<file path="src/rtl/rx_frame_parser_if.sv">
// rtl/rx_frame_parser_if.sv - rx byte stream, payload write port and parsed header bundle
interface rx_frame_parser_if #(
  parameter int AW = 11,
  parameter int DW = 8,
  parameter int WW = 16
);
  logic          rx_valid;
  logic          rx_sof;
  logic [DW-1:0] rx_data;
  logic          mem_we;
  logic [AW-1:0] mem_addr;
  logic [DW-1:0] mem_wdata;
  logic          newpkt;
  logic [2:0]    fPktType;
  logic [WW-1:0] sourceID;
  logic [WW-1:0] destinationID;
  logic [7:0]    hopCount;
  logic [7:0]    payloadLen;
  logic          pktErr;
  logic [7:0]    errCount;

  modport master (
    output rx_valid, rx_sof, rx_data,
    input  mem_we, mem_addr, mem_wdata, newpkt, fPktType, sourceID,
           destinationID, hopCount, payloadLen, pktErr, errCount
  );

  modport slave (
    input  rx_valid, rx_sof, rx_data,
    output mem_we, mem_addr, mem_wdata, newpkt, fPktType, sourceID,
           destinationID, hopCount, payloadLen, pktErr, errCount
  );
endinterface

</file>
<file path="src/rtl/rx_frame_parser.sv">
// rtl/rx_frame_parser.sv - frames the radio byte stream, checks XOR checksum, writes payload
module rx_frame_parser #(
  parameter int MEM_DEPTH    = 2048,
  parameter int MEM_WIDTH    = 8,
  parameter int WORD_WIDTH   = 16,
  parameter int MAX_PAYLOAD  = 32,
  parameter int PAYLOAD_BASE = 0,
  parameter int TIMEOUT_CYC  = 64
) (
  input logic               clk,
  input logic               rst,
  rx_frame_parser_if.slave  bus
);
  localparam int AW = $clog2(MEM_DEPTH);
  localparam int TW = $clog2(TIMEOUT_CYC + 1);

  typedef enum logic [2:0] {IDLE, HDR, PAYLOAD, CSUM, DROP} state_t;

  state_t                r_state;
  logic [2:0]            r_hdr_cnt;
  logic [7:0]            r_b0, r_hop, r_len, r_idx, r_err_cnt;
  logic [MEM_WIDTH-1:0]  r_xor;
  logic [WORD_WIDTH-1:0] r_src, r_dst;
  logic [TW-1:0]         r_tmo;

  logic                  r_mem_we, r_newpkt, r_pkt_err;
  logic [AW-1:0]         r_mem_addr;
  logic [MEM_WIDTH-1:0]  r_mem_wdata;
  logic [2:0]            r_o_type;
  logic [WORD_WIDTH-1:0] r_o_src, r_o_dst;
  logic [7:0]            r_o_hop, r_o_len;

  logic w_in_frame, w_sof, w_byte, w_abort, w_timeout, w_bad_hdr;
  logic w_csum_ok, w_csum_bad, w_err;
  logic [AW-1:0] w_addr;

  assign w_in_frame = (r_state == HDR) || (r_state == PAYLOAD) || (r_state == CSUM);
  assign w_sof      = bus.rx_valid && bus.rx_sof;
  assign w_byte     = bus.rx_valid && !bus.rx_sof;
  assign w_abort    = w_sof && (r_state != IDLE);
  assign w_timeout  = w_in_frame && !bus.rx_valid && (r_tmo == TW'(TIMEOUT_CYC - 1));
  assign w_bad_hdr  = (r_state == HDR) && w_byte && (r_hdr_cnt == 3'd6) &&
                      ((bus.rx_data > MEM_WIDTH'(MAX_PAYLOAD)) || (r_b0[7:3] != 5'd0) ||
                       (r_b0[2:0] == 3'b111));
  assign w_csum_ok  = (r_state == CSUM) && w_byte && (bus.rx_data == r_xor);
  assign w_csum_bad = (r_state == CSUM) && w_byte && (bus.rx_data != r_xor);
  // A new sof while discarding a dropped frame is the expected recovery path, not an error.
  assign w_err      = (w_abort && (r_state != DROP)) || w_timeout || w_bad_hdr || w_csum_bad;
  assign w_addr     = AW'(PAYLOAD_BASE) + AW'(r_idx);

  always_ff @(posedge clk or posedge rst) begin
    if (rst) begin
      r_state     <= IDLE;
      r_hdr_cnt   <= '0;
      r_b0        <= '0;
      r_hop       <= '0;
      r_len       <= '0;
      r_idx       <= '0;
      r_err_cnt   <= '0;
      r_xor       <= '0;
      r_src       <= '0;
      r_dst       <= '0;
      r_tmo       <= '0;
      r_mem_we    <= 1'b0;
      r_newpkt    <= 1'b0;
      r_pkt_err   <= 1'b0;
      r_mem_addr  <= '0;
      r_mem_wdata <= '0;
      r_o_type    <= 3'b111;
      r_o_src     <= '0;
      r_o_dst     <= '0;
      r_o_hop     <= '0;
      r_o_len     <= '0;
    end else begin
      r_mem_we  <= 1'b0;
      r_newpkt  <= w_csum_ok;
      r_pkt_err <= w_err;
      if (w_err && (r_err_cnt != 8'hFF))
        r_err_cnt <= r_err_cnt + 8'd1;
      if (w_csum_ok) begin
        r_o_type <= r_b0[2:0];
        r_o_src  <= r_src;
        r_o_dst  <= r_dst;
        r_o_hop  <= r_hop;
        r_o_len  <= r_len;
      end
      if (bus.rx_valid || !w_in_frame)
        r_tmo <= '0;
      else
        r_tmo <= r_tmo + TW'(1);

      if (w_sof) begin
        r_state   <= HDR;
        r_hdr_cnt <= 3'd1;
        r_b0      <= bus.rx_data;
        r_xor     <= bus.rx_data;
        r_idx     <= '0;
      end else begin
        case (r_state)
          IDLE: r_state <= IDLE;
          HDR: begin
            if (w_timeout) begin
              r_state <= IDLE;
            end else if (w_byte) begin
              r_xor <= r_xor ^ bus.rx_data;
              case (r_hdr_cnt)
                3'd1, 3'd2: r_src <= {r_src[WORD_WIDTH-MEM_WIDTH-1:0], bus.rx_data};
                3'd3, 3'd4: r_dst <= {r_dst[WORD_WIDTH-MEM_WIDTH-1:0], bus.rx_data};
                3'd5:       r_hop <= bus.rx_data;
                default:    r_len <= bus.rx_data;
              endcase
              if (r_hdr_cnt == 3'd6) begin
                if (w_bad_hdr)
                  r_state <= DROP;
                else if (bus.rx_data == '0)
                  r_state <= CSUM;
                else
                  r_state <= PAYLOAD;
              end else begin
                r_hdr_cnt <= r_hdr_cnt + 3'd1;
              end
            end
          end
          PAYLOAD: begin
            if (w_timeout) begin
              r_state <= IDLE;
            end else if (w_byte) begin
              r_mem_we    <= 1'b1;
              r_mem_addr  <= w_addr;
              r_mem_wdata <= bus.rx_data;
              r_xor       <= r_xor ^ bus.rx_data;
              r_idx       <= r_idx + 8'd1;
              if (r_idx + 8'd1 == r_len)
                r_state <= CSUM;
            end
          end
          CSUM: begin
            if (w_timeout || w_byte)
              r_state <= IDLE;
          end
          DROP:    r_state <= DROP;
          default: r_state <= IDLE;
        endcase
      end
    end
  end

  assign bus.mem_we        = r_mem_we;
  assign bus.mem_addr      = r_mem_addr;
  assign bus.mem_wdata     = r_mem_wdata;
  assign bus.newpkt        = r_newpkt;
  assign bus.pktErr        = r_pkt_err;
  assign bus.errCount      = r_err_cnt;
  assign bus.fPktType      = r_o_type;
  assign bus.sourceID      = r_o_src;
  assign bus.destinationID = r_o_dst;
  assign bus.hopCount      = r_o_hop;
  assign bus.payloadLen    = r_o_len;
endmodule

</file>
<file path="src/flat_wrapper.sv">
// flat-port wrapper written by rule: the top's interface ports become plain ports
module rx_frame_parser_flat 
#(
  parameter int MEM_DEPTH    = 2048,
  parameter int MEM_WIDTH    = 8,
  parameter int WORD_WIDTH   = 16,
  parameter int MAX_PAYLOAD  = 32,
  parameter int PAYLOAD_BASE = 0,
  parameter int TIMEOUT_CYC  = 64
)
  (clk, rst, bus_rx_valid, bus_rx_sof, bus_rx_data, bus_mem_we, bus_mem_addr, bus_mem_wdata, bus_newpkt, bus_fPktType, bus_sourceID, bus_destinationID, bus_hopCount, bus_payloadLen, bus_pktErr, bus_errCount);
  rx_frame_parser_if bus_i ();
  input logic clk;
  input logic rst;
  input wire logic [$bits(bus_i.rx_valid)-1:0] bus_rx_valid;
  input wire logic [$bits(bus_i.rx_sof)-1:0] bus_rx_sof;
  input wire logic [$bits(bus_i.rx_data)-1:0] bus_rx_data;
  output wire logic [$bits(bus_i.mem_we)-1:0] bus_mem_we;
  output wire logic [$bits(bus_i.mem_addr)-1:0] bus_mem_addr;
  output wire logic [$bits(bus_i.mem_wdata)-1:0] bus_mem_wdata;
  output wire logic [$bits(bus_i.newpkt)-1:0] bus_newpkt;
  output wire logic [$bits(bus_i.fPktType)-1:0] bus_fPktType;
  output wire logic [$bits(bus_i.sourceID)-1:0] bus_sourceID;
  output wire logic [$bits(bus_i.destinationID)-1:0] bus_destinationID;
  output wire logic [$bits(bus_i.hopCount)-1:0] bus_hopCount;
  output wire logic [$bits(bus_i.payloadLen)-1:0] bus_payloadLen;
  output wire logic [$bits(bus_i.pktErr)-1:0] bus_pktErr;
  output wire logic [$bits(bus_i.errCount)-1:0] bus_errCount;
  assign bus_i.rx_valid = bus_rx_valid;
  assign bus_i.rx_sof = bus_rx_sof;
  assign bus_i.rx_data = bus_rx_data;
  assign bus_mem_we = bus_i.mem_we;
  assign bus_mem_addr = bus_i.mem_addr;
  assign bus_mem_wdata = bus_i.mem_wdata;
  assign bus_newpkt = bus_i.newpkt;
  assign bus_fPktType = bus_i.fPktType;
  assign bus_sourceID = bus_i.sourceID;
  assign bus_destinationID = bus_i.destinationID;
  assign bus_hopCount = bus_i.hopCount;
  assign bus_payloadLen = bus_i.payloadLen;
  assign bus_pktErr = bus_i.pktErr;
  assign bus_errCount = bus_i.errCount;
  rx_frame_parser #(.MEM_DEPTH(MEM_DEPTH), .MEM_WIDTH(MEM_WIDTH), .WORD_WIDTH(WORD_WIDTH), .MAX_PAYLOAD(MAX_PAYLOAD), .PAYLOAD_BASE(PAYLOAD_BASE), .TIMEOUT_CYC(TIMEOUT_CYC)) u_core (.clk(clk), .rst(rst), .bus(bus_i));
endmodule
</file>
<file path="config.mk">
export PLATFORM = sky130hd
export DESIGN_NAME = rx_frame_parser_flat
export DESIGN_NICKNAME = d
export VERILOG_FILES = /design/src/rtl/rx_frame_parser_if.sv /design/src/rtl/rx_frame_parser.sv /design/src/flat_wrapper.sv
export SDC_FILE = /design/constraint.sdc
export NUM_CORES = 1
export LEC_CHECK = 0
export CAP_MARGIN = 25
export CELL_PAD_IN_SITES_DETAIL_PLACEMENT = 1
export CELL_PAD_IN_SITES_GLOBAL_PLACEMENT = 2
export CORE_ASPECT_RATIO = 1.5
export CORE_UTILIZATION = 37
export DETAILED_ROUTE_END_ITERATION = 8
export PLACE_DENSITY = 0.85
export SLEW_MARGIN = 10
export SYNTH_ARGS = -nofsm -noshare
export SYNTH_HDL_FRONTEND = slang
export SYNTH_SLANG_ARGS = --single-unit
</file>
<file path="constraint.sdc">
create_clock -name clk -period 7.9 [get_ports clk]
set_clock_uncertainty 0.1 [all_clocks]
set_input_delay 2.37 -clock clk [delete_from_list [all_inputs] [get_ports clk]]
set_output_delay 2.37 -clock clk [all_outputs]
set_load 0.1 [all_outputs]
</file>
Word level (Yosys, flattened, before mapping)
Index checks and enable logic that the tools add are counted.
{"block": "totals", "reg_bits": 163, "input_bits": 12, "out_inout_bits": 81, "word_cells": 128}
{"block": "op_classes", "add_sub_neg": 4, "n_lt_le_gt_ge": 1, "n_eq_ne": 24, "muxes": 29, "bitwise": 4, "n_reduce_logical": 45}
{"cell": "$mux W8", "count": 8}
{"cell": "$mux W3", "count": 14}
{"cell": "$reduce_and A5 Y1", "count": 5}
{"cell": "$add A8 B1 Y8 const B", "count": 2}
{"cell": "$eq A8 B8 Y1", "count": 2}
{"cell": "$eq A3 B3 Y1 const B", "count": 5}
{"cell": "$logic_and A1 B1 Y1", "count": 13}
{"cell": "$eq A3 B2 Y1 const B", "count": 4}
{"cell": "$pmux W3 S4", "count": 1}
{"cell": "$logic_or A1 B1 Y1", "count": 9}
{"cell": "$gt A8 B6 Y1 const B", "count": 1}
{"cell": "$logic_not A8 Y1", "count": 1}
{"cell": "$ne A4 B1 Y1 const B", "count": 2}
{"cell": "$ne A4 B2 Y1 const B", "count": 2}
{"cell": "$ne A8 B8 Y1", "count": 1}
{"cell": "$ne A8 B8 Y1 const B", "count": 1}
{"cell": "$reduce_and A4 Y1", "count": 2}
{"cell": "$reduce_bool A2 Y1", "count": 4}
{"cell": "$xor A8 B8 Y8", "count": 1}
{"cell": "$add A7 B1 Y7 const B", "count": 1}
{"cell": "$eq A7 B6 Y1 const B", "count": 1}
{"cell": "$mux W7", "count": 1}
{"cell": "$eq A3 B1 Y1 const B", "count": 2}
{"cell": "$reduce_and A3 Y1", "count": 2}
{"cell": "other kinds (11)", "count": 22}

Logic depth before layout (Yosys ltp)
Gate-level depths: netlist of run 1.
{"block": "logic_depth", "depth_word": 11, "depth_mapped": 8, "ltp_nobuf": 7}

Least setup slack after synthesis of run 1
OpenSTA, ideal clock, no wires.
{"block": "synth_timing", "kind": "in2reg", "start": "input bus_rx_data[4]", "end": "register u_core.r_err_cnt[1] (netlist: u_core.bus.errCount[1])", "setup_time_ns": 0.126, "t_arrival_ns": 3.884, "path_slack_ns": 3.791, "path_stages": 7, "path_cell_list": "buf_4 or4_4 o21ai_2 a41oi_2 nand3b_4 nand2_4 mux2_4"}
{"block": "synth_via", "elab_chain_len": 7, "word_cells_on_any_way": 9}
{"element": "start: declaration", "line": "flat_wrapper.sv:17", "text": "input wire logic [$bits(bus_i.rx_data)-1:0] bus_rx_data;"}
{"element": "$gt A8 B6 Y1", "line": "rx_frame_parser.sv:43", "text": "((bus.rx_data > MEM_WIDTH'(MAX_PAYLOAD)) || (r_b0[7:3] != 5'd0) ||"}
{"element": "$logic_or A1 B1 Y1 (2 in a row)", "line": "rx_frame_parser.sv:43"}
{"element": "$logic_and A1 B1 Y1", "line": "rx_frame_parser.sv:42", "text": "assign w_bad_hdr = (r_state == HDR) && w_byte && (r_hdr_cnt == 3'd6) &&"}
{"element": "$logic_or A1 B1 Y1", "line": "rx_frame_parser.sv:48", "text": "assign w_err = (w_abort && (r_state != DROP)) || w_timeout || w_bad_hdr || w_csum_bad;"}
{"element": "$logic_or A1 B1 Y1 *", "line": "rx_frame_parser.sv:48"}
{"element": "via u_core.w_err", "line": "rx_frame_parser.sv:34", "text": "logic w_csum_ok, w_csum_bad, w_err;"}
{"element": "$logic_and A1 B1 Y1 *", "line": "rx_frame_parser.sv:78", "text": "if (w_err && (r_err_cnt != 8'hFF))"}
{"element": "end signal: assignment", "line": "rx_frame_parser.sv:79", "text": "r_err_cnt <= r_err_cnt + 8'd1;"}
{"element": "end: declaration", "line": "rx_frame_parser.sv:21", "text": "logic [7:0] r_b0, r_hop, r_len, r_idx, r_err_cnt;"}
The timed path passes the listed nets; every way through them passes the cells marked *.
A chain may end at the register's enable or synchronous reset.

Final worst setup path of run 1
{"block": "layout_timing", "start": "input bus_rx_valid", "end": "register u_core.r_dst[6]"}
{"block": "layout_via", "elab_chain_len": 5, "word_cells_on_any_way": 8}
{"element": "start: declaration", "line": "flat_wrapper.sv:15", "text": "input wire logic [$bits(bus_i.rx_valid)-1:0] bus_rx_valid;"}
{"element": "$logic_not A1 Y1", "line": "rx_frame_parser.sv:41", "text": "assign w_timeout = w_in_frame && !bus.rx_valid && (r_tmo == TW'(TIMEOUT_CYC - 1));"}
{"element": "$logic_and A1 B1 Y1 (2 in a row)", "line": "rx_frame_parser.sv:41"}
{"element": "$not A1 Y1 (no source line)"}
{"element": "$reduce_and A5 Y1 (no source line) *"}
{"element": "end signal: assignment", "line": "rx_frame_parser.sv:108", "text": "3'd3, 3'd4: r_dst <= {r_dst[WORD_WIDTH-MEM_WIDTH-1:0], bus.rx_data};"}
{"element": "end: declaration", "line": "rx_frame_parser.sv:23", "text": "logic [WORD_WIDTH-1:0] r_src, r_dst;"}
Mark *: on every way between the ends. The rest lies on a longest branch, timed or not.

==> metrics, run 1 <==
register area share after synthesis 58.3%; routed wire length ~17000 um; wire per inst ~18 um; CTS tree done; Post-synth EDFFs 0; grt ovf 0; Syn Inst Count ~560; CP Buf/Inv Count 1; antenna violations before repair 0; Post-CTS Resized 0; Async SR Flop Fraction 100%; PortBufs about 90; nature of the critical path endpoint flip-flop; final hold violations 0; vias ~4.6k; initial detailed-routing violation count between 150 and 200; Setup Viol. Count Final 0; Tmin final 4.86 ns; share of total power in combinational logic between 20% and 30%; die width 114 um; Worst Path Required roughly 8.1 ns; Non-Filler Instances 910; post-DR vias/cell ~5.1; H-tree depth 4; vias in the first global route between 5k and 6k; Critical Path Source Type input pin; post-DP HPWL 11300 um; first-pass GRT wire length around 28000 um; path type of the worst min-delay path reg2reg; Min Hold Slack between 0.3 and 0.4 ns; final setup TNS 0 ns; worst-margin pin slew between 1 and 1.5 ns; FF-to-FF Start u_core.r_state[1]; drt pass-1 iters 6; root buf cell clkbuf_16; Sw Share between 30% and 40%; Placed Cells incl. Taps a little under 900; die area slightly below 0.02 mm2; # IOs 93; Synth Register Bits ~160; most frequent cells after synthesis dfrtp_1, mux2_2, nand2_1, mux2_1, nor2_1; synthesized area between 0.007 and 0.008 mm2; crit path max-delay cell type nor2_2; VDD IR max between 0.2 and 0.25 mV; largest net degree at the start of global routing 118; CTS Hold Bufs 0; Setup Buffers After CTS 0; DRT antenna net count 0; top-count cell post-synth dfrtp_1; syn avg cell area 12.5 um2; CTS clk-pin slew, worst paths roughly 0.06 ns; Antenna diodes 0; Synth Warn # 0; most used flip-flop cell after synthesis dfrtp_1; worst slack at placement 2.58 ns; number of remaining DRC errors 0; Starting Density 37.8%; Clk network pwr share 30.4%; row cnt 61; Core Area between 0.015 and 0.02 mm2; leading area contributor after synthesis dfrtp_1; CTS Sinks 163; cells along the critical path clkdlybuf4s50_1, nor2b_1, nand2_1, nor2_2, mux2_2; CTS buffer count 17; max-slew violation count 0; slew margin rel. between 30% and 40%; PwrDens between 300 and 400 mW/mm2; library cells used by synthesis 50; Synth area leaders dfrtp_1, mux2_2, mux2_1, nand2_1, xnor2_1; Leak ~4 nW; GP Congestion about 0.81; P_int 0.00173 W; post-synth top area share 57.1%; fraction of layout cells with a size suffix above 1 between 15 and 20%; Reg power frac a little over two fifths; clk_lat worst skew between 0.4 and 0.5 ns; Die H 171 um; CP max stage delay ~0.76 ns; Net count, final 664; fmax between 200 and 250 MHz; worst setup path category in2reg; fin worst setup slack between 3 and 4 ns; crit path DAT ~5 ns; GRT Overall Usage 18.9%; Setup crit start bus_rx_valid; Max-Cap Viols 0; CP delay by family, top simple AND/OR/NAND/NOR gates; clock buffer depth 2; status finished clean; crit-path max FO 16; synthesis-to-finish area growth 24.3%; hold_sp u_core.bus.mem_addr[0]; NetSw about 0.001 W; fin crit share between 60 and 70%; unrepaired setup endpoints after global routing no
## metal layers
metal	vias to the layer above	track usage (%)	routed length [um]
met5	-	0	0
met4	0	7.68	368
met3	29	4.68	737
met2	105	33.7	8940
met1	2361	21.6	6510
li1	2106	-	-
## layout by cell type, fill, tap and decap left out, types with 3 or more instances in the layout
master	netlist	layout
dfrtp_1	160	160
clkdlybuf4s50_1	0	89
mux2_2	73	73
nand2_1	68	67
mux2_1	34	34
nor2_1	27	27
xnor2_1	23	23
clkbuf_16	0	17
a21oi_1	16	16
o21ai_0	16	16
nand3_1	14	14
and3_1	8	8
nand4_1	8	8
a311oi_1	8	8
xor2_1	8	8
ha_1	7	7
inv_1	7	6
nor3_1	6	6
inv_6	0	6
clkinv_4	0	4
buf_4	7	4
nor2b_1	3	3
and2_1	3	3
o31ai_1	3	3
a31oi_1	3	3
o21a_1	3	3
conb_1	1	3
dfstp_2	3	3
## sequential cells by signal, indices dropped and copies added (netlist names)
name / cells
u_core.r_xor: 8
u_core.bus.payloadLen: 8
u_core.bus.errCount: 8
u_core.bus.mem_we: 1
u_core.r_hdr_cnt: 3
u_core.bus.destinationID: 16
u_core.r_len: 8
u_core.bus.mem_wdata: 8
u_core.bus.mem_addr: 8
u_core.r_dst: 16
u_core.r_state: 3
u_core.bus.sourceID: 16
u_core.r_src: 16
u_core.r_idx: 8
u_core.r_b0: 8
u_core.bus.hopCount: 8
u_core.bus.newpkt: 1
u_core.bus.fPktType: 3
u_core.r_tmo: 7
u_core.r_hop: 8
u_core.bus.pktErr: 1
## kinds of logic after synthesis
logic type / Yosys count / share of synthesized area [%]
adders and majority gates: 7 / 1.25
DFF: 163 / 58.3
buffers and inverters: 39 / 2.79
and+or+nand+nor: 153 / 10.6
other: 1 / 0.0535
AOI/OAI and AO/OA: 59 / 5.59
xor gates and xnor gates: 31 / 3.87
muxes: 109 / 17.6
## tightest hold or removal path, stage by stage (launching register included)
cell and delay, ns:
dfrtp_1 0.34, nand2_1 0.05, nand2_1 0.06
## worst paths after layout
check                                                    end  slack, ns  cells past startpoint
worst max-delay path                         u_core.r_dst[6]       3.04                      5
min in group asynchronous       u_core.bus.destinationID[11]       2.18                      2
worst min-delay path                  u_core.bus.mem_addr[0]       0.38                      2
worst min register to register        u_core.bus.mem_addr[0]       0.38                      2
worst max register to register               u_core.r_dst[6]       5.33                      4
max in group asynchronous                    u_core.r_dst[6]       4.14                      4
## power groups by stage
stage / logic, W / clock network, W / registers, W
after floorplan: 0.000318 / 0 / 0.00139
after global placement: 0.000739 / 0 / 0.00114
after detailed placement: 0.000762 / 0 / 0.00115
after CTS: 0.000767 / 0.000849 / 0.00114
after global routing: 0.000816 / 0.000882 / 0.00117
final: 0.000759 / 0.000829 / 0.00114
## cell type report
| cell class | count | area (um2) |
|---|---|---|
| Clock buffer | 19 | 443 |
| Clock inverter | 13 | 149 |
| Fill cell | 1945 | 9840 |
| Inverter | 7 | 31.3 |
| Tap cell | 252 | 315 |
| Timing Repair Buffer | 94 | 948 |
| Sequential cell | 163 | 4080 |
| Multi-Input combinational cell | 362 | 2740 |
## metrics by stage
| stage | power [W] | cell area [um2] | util [%] |
|---|---|---|---|
| floorplan | 0.00171 | 7020 | - |
| global placement | 0.00187 | 8090 | 43.6 |
| detailed placement | 0.00191 | 8090 | 43.6 |
| CTS | 0.00276 | 8680 | 46.8 |
| global route | 0.00286 | 8710 | 47.0 |
| finish | 0.00273 | 8710 | 47.0 |
(Power assumes the default switching activity.)
==> run 2, diff against run 1 <==
Settings changed: CORE_UTILIZATION 37 to 34, PLACE_DENSITY 0.85 to 0.82.
Clock period 7.9 ns to 4.06 ns, I/O delays scaled along.
==> metrics, run 2 (same netlist as run 1, synthesis figures left out) <==
DRT antenna net count 0; Max-Cap Viols 0; clk_lat worst skew 0.43 ns; final hold violations 0; path type of the worst min-delay path reg2reg; FF-to-FF Start u_core.r_tmo[0]; Antenna diodes 0; final setup TNS 0 ns; crit path DAT 1.96 ns; P_int 0.00330 W; status finished clean; CTS clk-pin slew, worst paths around 0.07 ns; crit-path max FO 2; vias in the first global route around 5.2k; CP max stage delay about 1.2 ns; Critical Path Source Type flip-flop; PwrDens roughly 610 mW/mm2; crit path max-delay cell type clkdlybuf4s50_1; worst-margin pin slew 0.980 ns; slew margin rel. roughly 34%; Pwr Total around 0.0053 W; clock buffer depth 2; cells along the critical path clkdlybuf4s50_1; H-tree depth 4; Setup crit start u_core.bus.destinationID[2]; # IOs 93; post-DP HPWL 11700 um; synthesis-to-finish area growth 24.7%; root buf cell clkbuf_16; Post-CTS Resized 0; die area about 0.021 mm2; Net count, final between 600 and 700; post-DR vias/cell around 5.0; Die H 178 um; Sw Share roughly two fifths; Reg power frac between 40% and 50%; GP Congestion 0.799; antenna violations before repair 0; largest net degree at the start of global routing approximately 120; routed wire length between 15000 and 20000 um; NetSw 0.00203 W; share of total power in combinational logic roughly 28%; VDD IR max between 0.4 and 0.5 mV; Setup Buffers After CTS 0; nature of the critical path endpoint output pin; GRT Overall Usage between 15 and 20%; CP delay by family, top buffers and inverters; die width 119 um; drt pass-1 iters 4; worst setup path category reg2out; unrepaired setup endpoints after global routing no; CP Buf/Inv Count 1; hold_sp u_core.bus.mem_addr[4]; leading cell type in the layout, fill and taps excluded dfrtp_1; met3 WL post-DR roughly 460 um; metal2 WL approximately 9400 um; fraction of layout cells with a size suffix above 1 26.5%; wire per inst between 15 and 20 um; row cnt 64; grt ovf 0; first-pass GRT wire length about 29000 um; Leak between 4 and 5 nW; fill count roughly 2.2k; CTS tree done; Setup Viol. Count Final 0; initial detailed-routing violation count approximately 120; highest metal layer with signal wires met4; PortBufs 89; Worst Path Required 2.74 ns; critical path depth 1; vias roughly 4.6k; Clk network pwr share 30.7%; CTS Sinks roughly 160; hold depth 2; Starting Density 34.5%; max-slew violation count 0; Tmin final 3.27 ns; commonest cells after routing, fill and taps aside dfrtp_1, mux2_2, nand2_1; Core Area 0.0203 mm2; CTS buffer count 17; CTS Hold Bufs 0; fmax roughly 310 MHz; fin crit share approximately 81%; R2R depth 7; Met1 Wirelength slightly above 7000 um; number of remaining DRC errors 0
## run 2: cell types whose count changed in the layout (fill, tap and decap cells not counted)
cell and delta:
buf_4 +50, clkdlybuf4s50_1 -37, inv_8 +5, clkinv_4 -4, buf_12 +2, clkinv_2 -2
clkinvlp_4 +2, buf_16 -1, bufinv_16 -1, clkbuf_1 -1, clkbuf_8 -1, clkinv_8 +1
## run 2: area by class of cell
cell class	instances	area, um2	area share (%)
tap	264	330	3.78
sequential	163	4080	46.7
multi-input combinational	362	2740	31.4
clock inverter	14	163	1.86
timing repair buffer	108	966	11.1
clock buffer	17	425	4.87
inverter	7	30.0	0.344
## run 2: final timing paths
check | endpoint | slack, ns
worst min-delay path | u_core.bus.mem_addr[4] | 0.37
min in group asynchronous | u_core.bus.sourceID[2] | 1.22
worst max register to register | u_core.bus.errCount[1] | 1.74
max in group asynchronous | u_core.r_hop[4] | 2.13
worst max-delay path | bus_destinationID[2] | 0.79
worst min register to register | u_core.bus.mem_addr[4] | 0.37
## run 2: power groups by stage
stage	registers (W)	logic, W	clock network [W]
after floorplan	0.00271	0.000618	0
after global placement	0.00221	0.00144	0
after detailed placement	0.00225	0.00149	0
after CTS	0.00222	0.00150	0.00167
after global routing	0.00227	0.00158	0.00173
final	0.00222	0.00148	0.00163
## run 2: worst reg2reg max path: stages, from the launching register on
cell and delay (ns):
dfrtp_1 0.40, ha_1 0.21, nand3_1 0.15, nor3_1 0.57
a21oi_1 0.23, nand3b_4 0.19, nand2_4 0.07, mux2_4 0.30
## run 2: layer usage
metal | global-route usage (%) | up-vias
li1 | - | 2137
met1 | 21.0 | 2394
met2 | 31.7 | 86
met3 | 2.89 | 19
met4 | 7.28 | 0
met5 | 0 | -
## run 2: metrics by stage
stage | worst slack (ns) | util [%] | std cells | area (um2) | hold slack (ns)
finish | 0.786 | 43.0 | 935 | 8740 | 0.374
global route | 0.647 | 43.0 | 935 | 8740 | 0.400
CTS | 0.760 | 43.0 | 935 | 8740 | 0.381
detailed placement | 0.395 | 40.1 | 904 | 8150 | 0.365
global placement | 0.471 | 40.1 | 904 | 8150 | 0.362
floorplan | 0.674 | - | 564 | 7020 | 0.348
==> run 3, diff against run 2 <==
Settings changed: CORE_UTILIZATION 34 to 37, PLACE_DENSITY 0.82 to 0.85.
Clock period 4.06 ns to 3.3 ns, I/O delays scaled along.
==> metrics, run 3 (same netlist as run 1, synthesis figures left out) <==
synthesis-to-finish area growth 25.8%; CP Buf/Inv Count 3; # IOs between 90 and 100; Die H about 170 um; CP max stage delay just under 0.5 ns; drt pass-1 iters 5; commonest cells after routing, fill and taps aside dfrtp_1, buf_4, mux2_2; VDD IR max 0.609 mV; Pwr Total approximately 0.0067 W; routed wire length 17400 um; unrepaired setup endpoints after global routing no; crit-path max FO 24; Worst Path Required around 3.5 ns; die area 0.0195 mm2; antenna violations before repair 0; max-slew violation count 0; CTS Hold Bufs 0; share of total power in combinational logic between 20% and 30%; Non-Filler Instances 937; clock buffer depth 2; root buf cell clkbuf_16; CTS clk-pin slew, worst paths around 0.06 ns; status finished clean; fmax between 300 and 400 MHz; R2R Path End u_core.r_state[0]; FF-to-FF Start u_core.r_idx[0]; die width around 110 um; row cnt 61; NetSw 0.00244 W; largest net degree at the start of global routing 65; nature of the critical path endpoint flip-flop; Setup crit start bus_rx_data[7]; Finished Cell Area 0.00881 mm2; CP Capture Point u_core.bus.destinationID[4]; Max-Cap Viols 0; PwrDens about 760 mW/mm2; Antenna diodes 0; crit path DAT about 3 ns; initial detailed-routing violation count ~140; CTS Sinks about 160; post-DP HPWL between 10000 and 15000 um; Setup Buffers After CTS 0; PortBufs 89; Setup Viol. Count Final 0; Clk network pwr share between 30 and 40%; Critical Path Source Type input pin; R2R depth 7; clk_lat worst skew about 0.43 ns; final hold violations 0; path type of the worst min-delay path reg2reg; Core Area between 0.015 and 0.02 mm2; vias 4714; fin util 47.5%; Reg power frac between 40% and 50%; fraction of layout cells with a size suffix above 1 about a third; worst-margin pin slew approximately 0.64 ns; leading cell type in the layout, fill and taps excluded dfrtp_1; Tmin final 2.79 ns; Leak ~4.4 nW; post-DR vias/cell slightly above 5; GRT Overall Usage between 10% and 20%; crit path max-delay cell type clkdlybuf4s50_1; slew margin rel. approximately 57%; CP delay by family, top buffers and inverters; worst setup path category in2reg; Starting Density between 30 and 40%; Post-CTS Resized 0; FF-to-FF setup slack roughly 1.1 ns; grt ovf 0; cell area after placement 0.00817 mm2; number of remaining DRC errors 0; fin crit share approximately 85%; CTS tree done; Sw Share between 30 and 40%; P_int 0.00430 W; wire per inst roughly 19 um; GP Congestion slightly below 0.8; DRT antenna net count 0; CTS buffer count 17; vias in the first global route 5275; Net count, final 691; Placed Cells incl. Taps roughly 910; final setup TNS 0 ns; cell mode on critical path buf_4; first-pass GRT wire length around 29000 um; cells along the critical path clkdlybuf4s50_1, buf_4, xnor2_1, nand4_1, nor2_1, nand2_2, buf_4, mux2_1; H-tree depth 4; critical path depth 8
run 3: per-layer routing:
metal | vias to the layer above | GRT usage (%) | share of wire, %
met2 | 82 | 35.5 | 55
met1 | 2445 | 22.0 | 40
met5 | - | 0 | 0
li1 | 2166 | - | -
met4 | 0 | 5.99 | 1.6
met3 | 21 | 4.36 | 3.4
run 3: how the worst min path moves through the flow:
| stage | start | to | slack, ns | cells past startpoint |
|---|---|---|---|---|
| final | u_core.bus.mem_addr[6] | u_core.bus.mem_addr[6] | 0.37 | 2 |
| after global routing | u_core.bus.mem_wdata[0] | u_core.bus.mem_wdata[0] | 0.41 | 2 |
| after CTS | u_core.bus.mem_addr[6] | u_core.bus.mem_addr[6] | 0.39 | 2 |
| after detailed placement | u_core.bus.mem_addr[6] | u_core.bus.mem_addr[6] | 0.37 | 2 |
| after global placement | u_core.r_tmo[0] | u_core.r_tmo[0] | 0.36 | 1 |
| after floorplan | u_core.r_tmo[0] | u_core.r_tmo[0] | 0.35 | 1 |
run 3: through the flow:
stage          worst slack [ns]  hold WS [ns]
2_1_floorplan             0.142         0.348
3_3_place_gp              0.160         0.360
3_5_place_dp              0.107         0.368
4_1_cts                   0.511         0.385
5_1_grt                   0.434         0.411
6_report                  0.509         0.375
run 3: layout make-up:
class / count / area [um2]
Fill cell: 1960 / 9730
Sequential cell: 163 / 4080
Multi-Input combinational cell: 362 / 2740
Timing Repair Buffer: 121 / 998
Clock buffer: 19 / 453
Tap cell: 252 / 315
Clock inverter: 13 / 195
Inverter: 7 / 30.0
run 3: worst min-delay path, stage by stage, from the launching register on:
cell and delay (ns):
dfrtp_1 0.34, nand2_1 0.05, nand2_1 0.05
run 3: power by group through the flow:
stage	sequential (W)	clock, W	combinational, W
final	0.00273	0.00217	0.00183
after global routing	0.00279	0.00229	0.00195
after CTS	0.00274	0.00222	0.00185
after detailed placement	0.00276	0	0.00183
after global placement	0.00273	0	0.00177
after floorplan	0.00333	0	0.000761
